**config.mk**
```make
export PLATFORM = sky130hd
export DESIGN_NAME = hr_ascii_framer
export DESIGN_NICKNAME = d
export VERILOG_FILES = /design/src/rtl/hr_ascii_framer.sv
export SDC_FILE = /design/constraint.sdc
export NUM_CORES = 1
export LEC_CHECK = 0
export BUFFER_PORTS_ARGS = -buffer_cell sky130_fd_sc_hd__buf_4
export CORE_MARGIN = 3
export CORE_UTILIZATION = 53
export DETAILED_ROUTE_END_ITERATION = 6
export PLACE_DENSITY = 0.76
export SLEW_MARGIN = 20
export SYNTH_ARGS = -nofsm -noshare
export SYNTH_HDL_FRONTEND = slang
export SYNTH_SLANG_ARGS = --single-unit
```
**constraint.sdc**
```tcl
create_clock -name clk -period 1.87 [get_ports clk]
set_clock_uncertainty 0.05 [all_clocks]
set_input_delay 0.187 -clock clk [delete_from_list [all_inputs] [get_ports clk]]
set_output_delay 0.187 -clock clk [all_outputs]
set_load 0.005 [all_outputs]
```
**src/rtl/hr_ascii_framer.sv**
```systemverilog
// Purpose: converts a 16-bit unsigned value to a decimal ASCII line and streams it one byte at a time, most significant digit first (build option HR_ASCII_FRAMER_PREFIX_EN adds an "HR=" prefix).
// Latency: the first byte is valid 17 cycles after the sample is accepted (16 double-dabble shifts plus 1 load cycle); after that, one byte per cycle while o_tready is high.
// Backpressure: o_tvalid/o_tdata/o_tlast hold while o_tready is low; i_ready is high only when idle, so no second sample is buffered.
module hr_ascii_framer #(
    parameter int EOL_CRLF = 1
) (
    input  logic        clk,
    input  logic        rst,
    input  logic        i_valid,
    output logic        i_ready,
    input  logic [15:0] i_value,
    output logic        o_tvalid,
    input  logic        o_tready,
    output logic [7:0]  o_tdata,
    output logic        o_tkeep,
    output logic        o_tlast
);

    typedef enum logic [1:0] {
        S_IDLE = 2'd0,
        S_CONV = 2'd1,
        S_SEND = 2'd2
    } state_t;

    // Byte positions in a frame template. Positions that a frame does not
    // use are skipped: leading-zero digits, and CR in LF-only mode.
`ifdef HR_ASCII_FRAMER_PREFIX_EN
    localparam logic [3:0] POS_H  = 4'd0;
    localparam logic [3:0] POS_R  = 4'd1;
    localparam logic [3:0] POS_EQ = 4'd2;
`endif
    localparam logic [3:0] POS_D4 = 4'd3;
    localparam logic [3:0] POS_D3 = 4'd4;
    localparam logic [3:0] POS_D2 = 4'd5;
    localparam logic [3:0] POS_D1 = 4'd6;
    localparam logic [3:0] POS_D0 = 4'd7;
    localparam logic [3:0] POS_CR = 4'd8;
    localparam logic [3:0] POS_LF = 4'd9;

    state_t      state, state_nxt;
    logic [15:0] bin_q, bin_nxt;
    logic [19:0] bcd_q, bcd_nxt;
    logic [19:0] bcd_adj;
    logic [35:0] shifted;
    logic [3:0]  cnt_q, cnt_nxt;
    logic [3:0]  pos_q, pos_nxt;
    logic [3:0]  first_pos;
    logic [3:0]  start_pos;
    logic [3:0]  pos_adv;
    logic        i_ready_nxt;
    logic        tvalid_nxt;
    logic        tlast_nxt;
    logic [7:0]  tdata_nxt;
    logic        accept;
    logic        out_fire;

    assign accept   = i_valid & i_ready;
    assign out_fire = o_tvalid & o_tready;
    assign o_tkeep  = 1'b1;

    // ASCII byte for a template position. A digit is 0x30 + BCD, and since
    // the BCD digit is at most 9 that is just {4'h3, digit}.
    function automatic logic [7:0] byte_at(input logic [3:0] p, input logic [19:0] b);
        logic [7:0] r;
        case (p)
`ifdef HR_ASCII_FRAMER_PREFIX_EN
            POS_H:   r = 8'h48;
            POS_R:   r = 8'h52;
            POS_EQ:  r = 8'h3D;
`endif
            POS_D4:  r = {4'h3, b[19:16]};
            POS_D3:  r = {4'h3, b[15:12]};
            POS_D2:  r = {4'h3, b[11:8]};
            POS_D1:  r = {4'h3, b[7:4]};
            POS_D0:  r = {4'h3, b[3:0]};
            POS_CR:  r = 8'h0D;
            POS_LF:  r = 8'h0A;
            default: r = 8'h00;
        endcase
        return r;
    endfunction

    // Double-dabble step: add 3 to every BCD digit >= 5, then shift the
    // {bcd, binary} pair left by one bit.
    always_comb begin
        bcd_adj = bcd_q;
        for (int d = 0; d < 5; d++) begin
            if (bcd_q[4*d +: 4] >= 4'd5) begin
                bcd_adj[4*d +: 4] = bcd_q[4*d +: 4] + 4'd3;
            end
        end
        shifted = {bcd_adj, bin_q} << 1;
    end

    // Leading-zero suppression: find the most significant non-zero digit.
    // If every digit is zero, the units digit is used so that value 0 prints "0".
    always_comb begin
        first_pos = POS_D0;
        for (int k = 0; k < 5; k++) begin
            if (bcd_q[4*k +: 4] != 4'd0) begin
                first_pos = 4'(7 - k);
            end
        end
`ifdef HR_ASCII_FRAMER_PREFIX_EN
        start_pos = POS_H;
`else
        start_pos = first_pos;
`endif
    end

    // Position that follows the byte now presented.
    always_comb begin
        pos_adv = pos_q + 4'd1;
        if (pos_q == POS_D0) begin
            pos_adv = (EOL_CRLF != 0) ? POS_CR : POS_LF;
        end
`ifdef HR_ASCII_FRAMER_PREFIX_EN
        if (pos_q == POS_EQ) begin
            pos_adv = first_pos;
        end
`endif
    end

    // FSM state register.
    always_ff @(posedge clk) begin
        if (rst) begin
            state <= S_IDLE;
        end else begin
            state <= state_nxt;
        end
    end

    // FSM next-state logic.
    always_comb begin
        state_nxt = state;
        case (state)
            S_IDLE: if (accept) state_nxt = S_CONV;
            S_CONV: if (cnt_q == 4'd15) state_nxt = S_SEND;
            S_SEND: if (out_fire && o_tlast) state_nxt = S_IDLE;
            default: state_nxt = S_IDLE;
        endcase
    end

    // FSM output logic: next values for the datapath and the registered outputs.
    always_comb begin
        bin_nxt     = bin_q;
        bcd_nxt     = bcd_q;
        cnt_nxt     = cnt_q;
        pos_nxt     = pos_q;
        tvalid_nxt  = o_tvalid;
        tdata_nxt   = o_tdata;
        tlast_nxt   = o_tlast;
        i_ready_nxt = (state_nxt == S_IDLE);
        case (state)
            S_IDLE: begin
                tvalid_nxt = 1'b0;
                tlast_nxt  = 1'b0;
                if (accept) begin
                    bin_nxt = i_value;
                    bcd_nxt = 20'd0;
                    cnt_nxt = 4'd0;
                end
            end
            S_CONV: begin
                bcd_nxt = shifted[35:16];
                bin_nxt = shifted[15:0];
                cnt_nxt = cnt_q + 4'd1;
            end
            S_SEND: begin
                if (!o_tvalid) begin
                    // First cycle in S_SEND: load the first byte of the frame.
                    pos_nxt    = start_pos;
                    tdata_nxt  = byte_at(start_pos, bcd_q);
                    tlast_nxt  = 1'b0;
                    tvalid_nxt = 1'b1;
                end else if (out_fire) begin
                    if (o_tlast) begin
                        tvalid_nxt = 1'b0;
                        tlast_nxt  = 1'b0;
                    end else begin
                        pos_nxt   = pos_adv;
                        tdata_nxt = byte_at(pos_adv, bcd_q);
                        tlast_nxt = (pos_adv == POS_LF);
                    end
                end
            end
            default: begin
                tvalid_nxt = 1'b0;
                tlast_nxt  = 1'b0;
            end
        endcase
    end

    // Datapath and output registers. Reset drops any partial frame.
    always_ff @(posedge clk) begin
        if (rst) begin
            i_ready  <= 1'b0;
            o_tvalid <= 1'b0;
            o_tlast  <= 1'b0;
            o_tdata  <= 8'h00;
            bin_q    <= 16'd0;
            bcd_q    <= 20'd0;
            cnt_q    <= 4'd0;
            pos_q    <= 4'd0;
        end else begin
            i_ready  <= i_ready_nxt;
            o_tvalid <= tvalid_nxt;
            o_tlast  <= tlast_nxt;
            o_tdata  <= tdata_nxt;
            bin_q    <= bin_nxt;
            bcd_q    <= bcd_nxt;
            cnt_q    <= cnt_nxt;
            pos_q    <= pos_nxt;
        end
    end

endmodule

```
Yosys cells after proc, flatten, opt, wreduce, memory -nomap -nowiden --
Cells that the tools add are included.
Word-level totals: flip-flop bits (word level) 57, output and inout port bits 12, logic and storage cells 93
Cells by class: add/subtract/negate cells 7, order comparisons 5, equality and inequality tests 22, mux-type cells 36, bitwise logic cells 3, reduce and logical (&&, ||, !) cells 11
Operators with widths (number):
- 6-bit one-hot mux with 7 select lines | 2
- 4-bit two-way mux | 12
- 20-bit one-hot mux with 2 select lines | 1
- 4-bit by 3-bit == test with 1-bit output, second input constant | 9
- 16-bit one-hot mux with 2 select lines | 1
- 8-bit two-way mux | 3
- 4-bit == test, second input constant | 5
- 4-bit by 3-bit greater-or-equal comparator with 1-bit output, second input constant | 5
- 20-bit two-way mux | 1
- 4-bit by 2-bit adder with 4-bit output, second input constant | 4
- 16-bit two-way mux | 1
- 4-bit nonzero test | 4
- 4-bit by 1-bit adder with 4-bit output, second input constant | 2
- 4-bit by 2-bit == test with 1-bit output, second input constant | 2
- 4-bit one-hot mux with 2 select lines | 1
- 1-bit two-way mux | 7
- 2-bit two-way mux | 3
- 2-bit one-hot mux with 3 select lines | 1
- 2-bit logical NOT | 2
- 2-bit inequality test, second input constant | 2
- 1-bit one-hot mux with 2 select lines | 2
- 2-bit AND reduction | 2
- 3-bit by 2-bit adder with 3-bit output, second input constant | 1
- 3-bit two-way mux | 1
- 9 further kinds | 10

Logic depth before layout (Yosys ltp) --
depth in word-level cells 8, depth in mapped cells 9

Least setup slack after synthesis --
OpenSTA, ideal clock, no wires.
kind register -> register, start register pos_q[0], end register o_tdata[2], data arrival time 1882 ps, data required time 1688 ps, setup slack -194 ps, cell stages (with the launch flop) 10, path buffers 1, cells stage by stage dfxtp_1 -> buf_2 -> inv_1 -> ha_1 -> or3_1 -> a21oi_1 -> nor2_1 -> o21a_2 -> a211oi_2 -> nor3_1
Between the ends: cells in the longest elaborated chain, start to end 7, elaborated cells between the ends (all ways) 14
Ends and longest elaborated chain:
- from (decl) | RTL line 46 | logic [3:0] pos_q, pos_nxt;
- from (signal assigned) | RTL line 213 | pos_q <= pos_nxt;
- 4-bit by 1-bit adder with 4-bit output or 4-bit by 3-bit == test with 1-bit output (tied branches) | RTL line 113, 114
- 4-bit two-way mux (*) | RTL line 114 | if (pos_q == POS_D0) begin
- 4-bit == test, or another cell as far along | RTL line 65 | case (p)
- 6-bit one-hot mux with 7 select lines (*) | RTL line 65
- 8-bit two-way mux (*) | RTL line 177 | if (o_tlast) begin
- 8-bit two-way mux (*) | RTL line 176 | end else if (out_fire) begin
- 8-bit two-way mux (*) | RTL line 170 | if (!o_tvalid) begin
- to (signal assigned) | RTL line 209 | o_tdata <= tdata_nxt;
- to (decl) | RTL line 14 | output logic [7:0] o_tdata,
Every way passes the cells marked *; elsewhere a longest branch is shown, timed or not. The select of a mux whose other input is x is not followed. A chain may end at the register's enable or synchronous reset.

Worst setup path in the final report --
start register pos_q[0], end register o_tdata[1]
Same word-level chain as after synthesis.

==> impl_metrics.yaml <==
global_route:
  grt_max_degree: 57
  overflow: 0
  grtUsageTotal_pct: 22.54
  first_global_vias: 2952
  antenna_found_initial: 0
  grt_pass1_wl_microns: 13380
die:
  die_h_microns: 84.21
  die_w_microns: 84.21
  fp-row-count: 27
  die_area_sq_um: 7091
  ioPinCount: 32
  coreArea_sq_um: 5709
  start_util_pct: 56.78
synth:
  synth_area_sq_um: 3242
  yosys_most_used_dff: "dfxtp_1"
  ys_ff_latch: 54
  syn_area_per_cell_sq_um: 7.664
  ys_async_sr_fraction_pct: 0
  synthCells: 423
  ys_seq_area_share_pct: 33.35
  synth_edf_count: 0
  synth_warnings: 0
  synth.distinct_cells: 58
route:
  met3WireLength_microns: 417
  routed_wl_microns: 8254
  ant_nets: 0
  avgViaCountPerCell: 5.888
  routedWlPerCell_microns: 15.17
  top_layer_used: "met4"
  via_count: 3203
  first_iter_violations: 254
  first_pass_iters: 6
  dr_wl_met2_microns: 3925
  m1WireLength_microns: 3682
  drc_errors: 0
timing:
  final.setup.tns_ns: -0.002459
  worst_pin_slew_ns: 0.6000
  slew_headroom_pct: 60.00
  holdWs_ns: 0.06662
  fin_crit_sh_pct: 100.1
  rsz0062_at_grt: "true"
  min_period_ns: 1.872
  drv_slew: 0
  finalSetupViolations: 1
  max_freq_mhz: 534.1
  final_hold_viol_count: 0
  layout_setup_ws_ns: -0.002459
critical_path:
  reg2reg_depth: 8
  crit_top_cell: "buf_4"
  cp_slowest_stage_delay_ns: 0.39
  worst-path-buf-inv: 2
  crit_path_start_kind: "flip-flop"
  worstPathMaxFanout: 6
  end_kind: "flip-flop"
  arrival_ns: 2.04
  cpMaxStageDelayCell: "dfxtp_4"
  crit_type: "flip-flop to flip-flop"
  required_ns: 2.04
  cp.depth: 8
  cp_top_family: "compound AO/OA/AOI/OAI gates"
  crit_chain: "ha_4 > buf_4 > nor2b_2 > a32oi_2 > buf_4 > o22ai_1 > o21ai_1 > o311ai_1"
final_layout:
  instances_no_fill: 544
  final_nets: 508
  syn2layout_area_growth_pct: 23.08
  diodes: 0
  drive_gt1_share_pct: 26.48
  stdcell_area_sq_um: 3990
clocking:
  cts-root-buf: "clkbuf_8"
  cts_tree: "yes"
  clk-insertion-delay-late_ns: 0.32
  htreeDepth: 2
  clock_path_buffers: 2
  clock_sinks: 54
  holdBufCountCts: 0
  clkSlewWorstSetupHoldPaths_ns: 0.09
  cts_made_buffers: 5
pwr:
  design_power_total_mw: 2.256
  powerDensity_nw_per_um2: 565.4
  leakagePower_nw: 1.496
  peakVddDrop_uv: 516.3
job:
  cap_violations: 0
status:
  violations: "setup timing"
  status: "finished, violations left"
placement:
  placed_area_sq_um: 3721
  numPortBuffers: 28
  place_congestion: 0.9026
  dp_cells: 532
  hpwlAfterDp_microns: 5681
min_path:
  hp-class: "input pin to flip-flop"
  holdPathStages: 3
==> registers in the layout, summed over array words and instances, names as in the netlist <==
register,count
bcd_q,20
bin_q,16
i_ready,1
pos_q,4
o_tlast,1
o_tvalid,1
cnt_q,4
state,2
o_tdata,5
==> placed cells by master, fill, tap and decap left out, types with 3 or more instances in the layout <==
cell and instances:
a21oi_1 34, nand2_1 49, nand2b_1 12, a22oi_1 18, o22ai_1 4, o311ai_0 3
o211ai_1 5, o21ai_1 9, inv_2 4, ha_2 3, ha_1 11, dfxtp_1 50
clkbuf_8 5, inv_1 9, a311oi_1 16, nor3_1 8, buf_4 74, nand3_1 12
nor2_2 3, o21ai_0 20, nor2_1 55, conb_1 3, xnor2_1 5
==> worst reg2reg max path: cells and delay by family, from the launching register on <==
kind            cells  cell delay (ns)
fa+ha+maj           1             0.17
buf+inv             2             0.33
simple gates        1             0.15
compound gates      4             0.70
flops               1             0.39
==> cell families (layout without fill, tap and decap cells) <==
kind of cell	count (synthesis)	count (layout)	share of synthesized area [%]
adder cells (fa/ha/maj)	16	16	6.175
buffers and inverters	48	96	6.677
flip-flops	54	54	33.35
AND/OR/NAND/NOR	160	160	22.69
other	2	3	0.2317
XOR/XNOR	7	7	2.123
AO/OA/AOI/OAI	136	136	28.75
==> power breakdown <==
part	switching (mW)	total [mW]	internal (mW)
Combinational	0.149	0.245	0.0963
Clock	0.397	0.791	0.394
Sequential	0.0264	1.22	1.19
Total	0.572	2.26	1.68
==> per-stage QoR <==
step                worst slack [ns]  utilization, %
finish                     -0.002459           69.89
global route                 -0.1189           69.89
CTS                         0.003938           67.37
detailed placement          -0.03917           65.18
global placement            0.007617           65.18
floorplan                   0.008052               -
==> worst paths after layout <==
kind                    from         end  slack, ns
setup reg to reg    pos_q[0]  o_tdata[1]     -0.002
setup / recovery    pos_q[0]  o_tdata[1]     -0.002
hold / removal    i_value[0]    bin_q[0]       0.07
hold reg to reg     bin_q[6]    bin_q[7]       0.43
==> timing repair <==
item,in CTS,in global routing
setup buffers,1,4
endpoints found under the setup margin,2,6
gates resized for setup,2,32
pin swaps,3,10
==> cell usage after synthesis (3+ instances only) <==
cell,n,area share [%]
clkbuf_1,23,2.7
buf_2,5,0.77
o211ai_1,5,1.2
a22oi_1,18,4.2
nand3_1,12,1.9
nand2b_1,13,2.5
nor3_1,8,1.2
o22ai_1,4,0.77
a311oi_1,16,4.3
inv_1,13,1.5
o21ai_0,22,3.4
a21oi_1,35,5.4
o311ai_0,3,0.81
nor2b_1,3,0.58
ha_1,16,6.2
nand2_1,50,5.8
dfxtp_1,54,33
nor2_1,58,6.7
buf_4,4,0.93
xnor2_1,6,1.6
o21ai_1,7,1.1
==> metal layers <==
metal / global-route usage [%] / up-vias
li1: - / 1600
met5: 0 / -
met2: 37.66 / 107
met4: 8.333 / 0
met3: 3.533 / 31
met1: 29.33 / 1465
==> final cells by class <==
class                           count  area (sq um)
Clock inverter                      2         38.79
Sequential cell                    54          1091
Tap cell                           72         90.09
Fill cell                         480          1719
Multi-Input combinational cell    322          2074
Clock buffer                        5         68.82
Timing Repair Buffer               76         578.1
Inverter                           13         48.80
Note: power is estimated with default switching activity, not from simulation.
